File: src/rtl/sar_result_tx.sv
// UART-style serial transmitter for SAR results: edge-captured into a small FIFO,
// sent as start, data MSB-first, even parity and stop bit.
module sar_result_tx #(
  parameter int unsigned DATA_W       = 12,
  parameter int unsigned CLKS_PER_BIT = 16,
  parameter int unsigned FIFO_DEPTH   = 4
) (
  input  logic                        clk,
  input  logic                        reset,
  input  logic [DATA_W-1:0]           result,
  input  logic                        conv_done,
  input  logic                        clr_ovr,
  output logic                        txd,
  output logic                        busy,
  output logic                        overrun,
  output logic [$clog2(FIFO_DEPTH):0] fifo_level
);
  localparam int unsigned PTR_W = $clog2(FIFO_DEPTH);
  localparam int unsigned CNT_W = $clog2(CLKS_PER_BIT);
  localparam int unsigned IDX_W = (DATA_W > 1) ? $clog2(DATA_W) : 1;
  localparam logic [CNT_W-1:0] CNT_LAST = CNT_W'(CLKS_PER_BIT - 1);
  localparam logic [PTR_W:0]   FULL_LVL = (PTR_W + 1)'(FIFO_DEPTH);
  localparam logic [IDX_W-1:0] IDX_TOP  = IDX_W'(DATA_W - 1);

  typedef enum logic [2:0] {IDLE, START, DATA, PARITY, STOP} state_t;

  state_t            state, state_d;
  logic [DATA_W-1:0] mem [FIFO_DEPTH];
  logic [PTR_W-1:0]  wr_ptr, rd_ptr;
  logic [PTR_W:0]    count;
  logic              done_q, push, pop, full, empty, do_write, ovr_set;
  logic [CNT_W-1:0]  cnt, cnt_d;
  logic [IDX_W-1:0]  idx, idx_d;
  logic [DATA_W-1:0] sh, sh_d;
  logic              par, par_d, bit_end, txd_d;

  assign push     = conv_done & ~done_q;
  assign full     = (count == FULL_LVL);
  assign empty    = (count == '0);
  // A full FIFO still accepts a push when a pop frees a slot in the same cycle.
  assign do_write = push & (~full | pop);
  assign ovr_set  = push & full & ~pop;
  assign bit_end  = (cnt == CNT_LAST);
  assign fifo_level = count;

  always_ff @(posedge clk) begin
    if (do_write) mem[wr_ptr] <= result;
  end

  always_ff @(posedge clk or posedge reset) begin
    if (reset) begin
      done_q  <= 1'b0;
      wr_ptr  <= '0;
      rd_ptr  <= '0;
      count   <= '0;
      overrun <= 1'b0;
    end else begin
      done_q <= conv_done;
      if (do_write) wr_ptr <= wr_ptr + 1'b1;
      if (pop)      rd_ptr <= rd_ptr + 1'b1;
      count <= count + {{PTR_W{1'b0}}, do_write} - {{PTR_W{1'b0}}, pop};
      if (ovr_set)      overrun <= 1'b1;
      else if (clr_ovr) overrun <= 1'b0;
    end
  end

  always_comb begin
    state_d = state;
    cnt_d   = cnt + 1'b1;
    idx_d   = idx;
    sh_d    = sh;
    par_d   = par;
    pop     = 1'b0;
    txd_d   = 1'b1;
    case (state)
      IDLE: begin
        cnt_d = '0;
        if (!empty) begin
          pop     = 1'b1;
          state_d = START;
        end
      end
      START: if (bit_end) begin
        cnt_d   = '0;
        idx_d   = IDX_TOP;
        state_d = DATA;
      end
      DATA: if (bit_end) begin
        cnt_d = '0;
        if (idx == '0) state_d = PARITY;
        else begin
          sh_d  = sh << 1;
          idx_d = idx - 1'b1;
        end
      end
      PARITY: if (bit_end) begin
        cnt_d   = '0;
        state_d = STOP;
      end
      STOP: if (bit_end) begin
        cnt_d = '0;
        if (!empty) begin
          pop     = 1'b1;
          state_d = START;
        end else begin
          state_d = IDLE;
        end
      end
      default: state_d = IDLE;
    endcase
    if (pop) begin
      sh_d  = mem[rd_ptr];
      par_d = ^mem[rd_ptr];
    end
    // Line level is decoded from the next state so txd is a clean register output.
    case (state_d)
      START:   txd_d = 1'b0;
      DATA:    txd_d = sh_d[DATA_W-1];
      PARITY:  txd_d = par_d;
      default: txd_d = 1'b1;
    endcase
  end

  always_ff @(posedge clk or posedge reset) begin
    if (reset) begin
      state <= IDLE;
      cnt   <= '0;
      idx   <= '0;
      sh    <= '0;
      par   <= 1'b0;
      txd   <= 1'b1;
      busy  <= 1'b0;
    end else begin
      state <= state_d;
      cnt   <= cnt_d;
      idx   <= idx_d;
      sh    <= sh_d;
      par   <= par_d;
      txd   <= txd_d;
      busy  <= (state_d != IDLE);
    end
  end
endmodule

File: config.mk
export PLATFORM = sky130hd
export DESIGN_NAME = sar_result_tx
export DESIGN_NICKNAME = d
export VERILOG_FILES = /design/src/rtl/sar_result_tx.sv
export SDC_FILE = /design/constraint.sdc
export NUM_CORES = 1
export LEC_CHECK = 0
export ABC_AREA = 1
export CAP_MARGIN = 10
export CORE_AREA = 4 4 132 84
export CTS_CLUSTER_DIAMETER = 120
export DETAILED_ROUTE_END_ITERATION = 7
export DIE_AREA = 0 0 136 88
export GPL_ROUTABILITY_DRIVEN = 0
export PLACE_DENSITY = 0.6
export SLEW_MARGIN = 0
export SYNTH_ARGS = -nofsm -noshare
export SYNTH_HDL_FRONTEND = slang
export SYNTH_SLANG_ARGS = --single-unit
File: constraint.sdc
create_clock -name clk -period 2.3 [get_ports clk]
set_input_delay 0.575 -clock clk [delete_from_list [all_inputs] [get_ports clk]]
set_output_delay 0.575 -clock clk [all_outputs]
set_load 0.02 [all_outputs]
==> qor.yml <==
crit_path_end: "fifo_level[2]"
fin_crit_sh_pct: 93.8
rsz0062_at_grt: "no"
nNetsFinal: 468
dp_hpwl_um: 5340
die_h_um: 88
slew_violations: 0
ys_warn_count: 0
cts.clk_slew.worst_paths_ns: 0.06
hold_violations: 0
post_cts_buffers: 0
synthesis.nets: 433
diodes: 0
synth_area_leaders: "edfxtp_1, dfrtp_1, nand2_1"
grt_pass1_vias: 2629
fin_setup_tns_ns: 0
cts_hold_buffers: 0
post_synth_num_cell_types: 32
clock_sinks: 83
hp-class: "register to register"
stdcell_area_um2: 4630
grt_antenna_before_repair: 0
p_leak_nw: 2.04
cts_tree: "done"
setup_viol: 0
fin_crit_ns: 2.16
grt_usage_pct: 13.9
grt_overflow_total: 0
cts_max_level: 3
drive_above_1_share_pct: 12.1
grt_first_pass_wirelength_um: 12600
async_flop_share_pct: 42.2
netlist_instances: 407
crit_required_ns: 2.51
pre_cts_slack_ns: -0.220
fillerInstances: 913
crit_start: "conv_done"
cts_buffers: 9
r2r-start: "cnt[0]"
drt-initial-drc-count: 178
slew_headroom_pct: 67.8
start_util_pct: 39.8
r2r-end: "fifo_level[2]"
wl_um: 7560
reg2regPathDepth: 10
ys_seq_area_share_pct: 60.0
worst_pin_slew_ns: 0.478
placed_cell_area_um2: 4290
path_class: "primary input to register"
yosys.area.top_type: "edfxtp_1"
clock_path_buffers: 2
die_x_um: 136
rows: 28
ios: 22
peakVddDrop_uv: 636
fmax_ghz: 0.464
wl_per_cell_um: 13.0
total_power_mw: 3.86
finalWorstSetupSlack_ns: 0.143
status: "finished clean"
critPathMaxFanout: 2
die_area_um2: 12000
cts-root-buf: "clkbuf_16"
netlist_area_um2: 3860
area_growth_pct: 19.9
fin_worst_skew_ns: 0.0116
fp.coreArea_um2: 9700
grt_start_max_net_pins: 36
synth_edf_count: 48
routed-via-count: 2746
drc: 0
timing.critical_path.arrival_ns: 2.37
p_per_area_nw_per_um2: 833
synth.most_common_cell: "nand2_1"
cp-end-kind: "register"
cap_viol_max_count: 0
ctsResizeCount: 0
synth_top_area_share_pct: 37.3
critPathLaunchType: "primary input"
drtPass1Iterations: 4
synth_commonest_cells: "nand2_1, edfxtp_1, dfrtp_1"
ant_nets: 0
synth_flop_cell: "edfxtp_1"
avgSynthCellArea_um2: 9.49
clkLatencyLatePin_ns: 0.33
numPortBuffers: 21
ys_ff_latch: 83
viasPerCell: 4.72
reg2reg_setup_slack_ns: 0.18
[worst max-delay path, stage by stage]
cell and delay (ns):
clkdlybuf4s50_1 0.47, inv_1 0.06, nor2_1 0.12, nand2_2 0.08, ha_1 0.27, inv_1 0.04
ha_1 0.18, fa_1 0.39, xor2_1 0.18
[cells in the final DEF (no fill, tap or decap), types with 2 or more instances in the layout]
cell               n
a21oi_1            5
buf_12             2
buf_4             11
bufinv_16          2
clkbuf_16          9
clkdlybuf4s50_1   21
clkinv_1           2
dfrtp_1           33
edfxtp_1          48
ha_1               8
inv_1             32
inv_2              9
nand2_1          147
nand2_2            8
nand3_1           30
nand3_2            2
nor2_1            33
nor3_1             3
o21ai_0            7
o221ai_1           2
o22ai_1            8
or2_2              2
xnor2_1            2
xor2_1             4
[where the power goes]
group	leakage [nW]	internal, mW	switching [mW]
registers	0.855	1.73	0.0791
logic	1.03	0.223	0.310
clock network	0.157	0.976	0.543
total	2.04	2.93	0.932
[sequential cells by signal, summed over array words and instances, names as in the netlist, 2 cells and up]
register    cells
cnt             4
mem            48
rd_ptr          2
sh             12
fifo_level      3
idx             4
wr_ptr          2
state           3
[per-stage QoR]
step | std cells | hold slack [ns] | util (%)
2_1_floorplan | 407 | 0.432 | -
3_3_place_gp | 566 | 0.449 | 44.2
3_5_place_dp | 566 | 0.456 | 44.2
4_1_cts | 582 | 0.464 | 47.5
5_1_grt | 582 | 0.503 | 47.7
6_report | 582 | 0.491 | 47.7
[cells by family after synthesis]
group	after synthesis	share of synthesized area, %
AND/OR/NAND/NOR	226	23.7
flip-flops	83	60.0
buffers and inverters	53	6.51
AO/OA/AOI/OAI	28	4.70
adder cells (fa/ha/maj)	11	3.69
XOR/XNOR	6	1.36
[layer usage]
layer	global-route usage [%]	part of all wire, %	wire length (µm)	vias to the layer above
li1	-	-	-	1395
met1	18.7	49	3710	1291
met2	21.5	44	3330	53
met3	3.85	5.8	438	7
met4	5.49	1.2	89	0
met5	0	0	0	-
[cell type report]
class	instances	area [µm²]	share of cell area [%]
sequential	83	2320	50.1
multi-input combinational	271	1320	28.6
timing repair buffer	34	333	7.19
clock buffer	11	243	5.24
tap	135	169	3.65
inverter	43	166	3.59
clock inverter	5	77.6	1.68
[worst min path at each step]
stage / from / endpoint / slack [ns] / cells after the start
floorplan: cnt[0] / cnt[0] / 0.43 / 1
global placement: cnt[0] / cnt[0] / 0.45 / 1
detailed placement: cnt[0] / cnt[0] / 0.46 / 1
CTS: cnt[0] / cnt[0] / 0.46 / 1
global route: done_q / overrun / 0.50 / 1
finish: sh[0] / sh[0] / 0.49 / 2
Note: power is estimated with default switching activity, not from simulation.
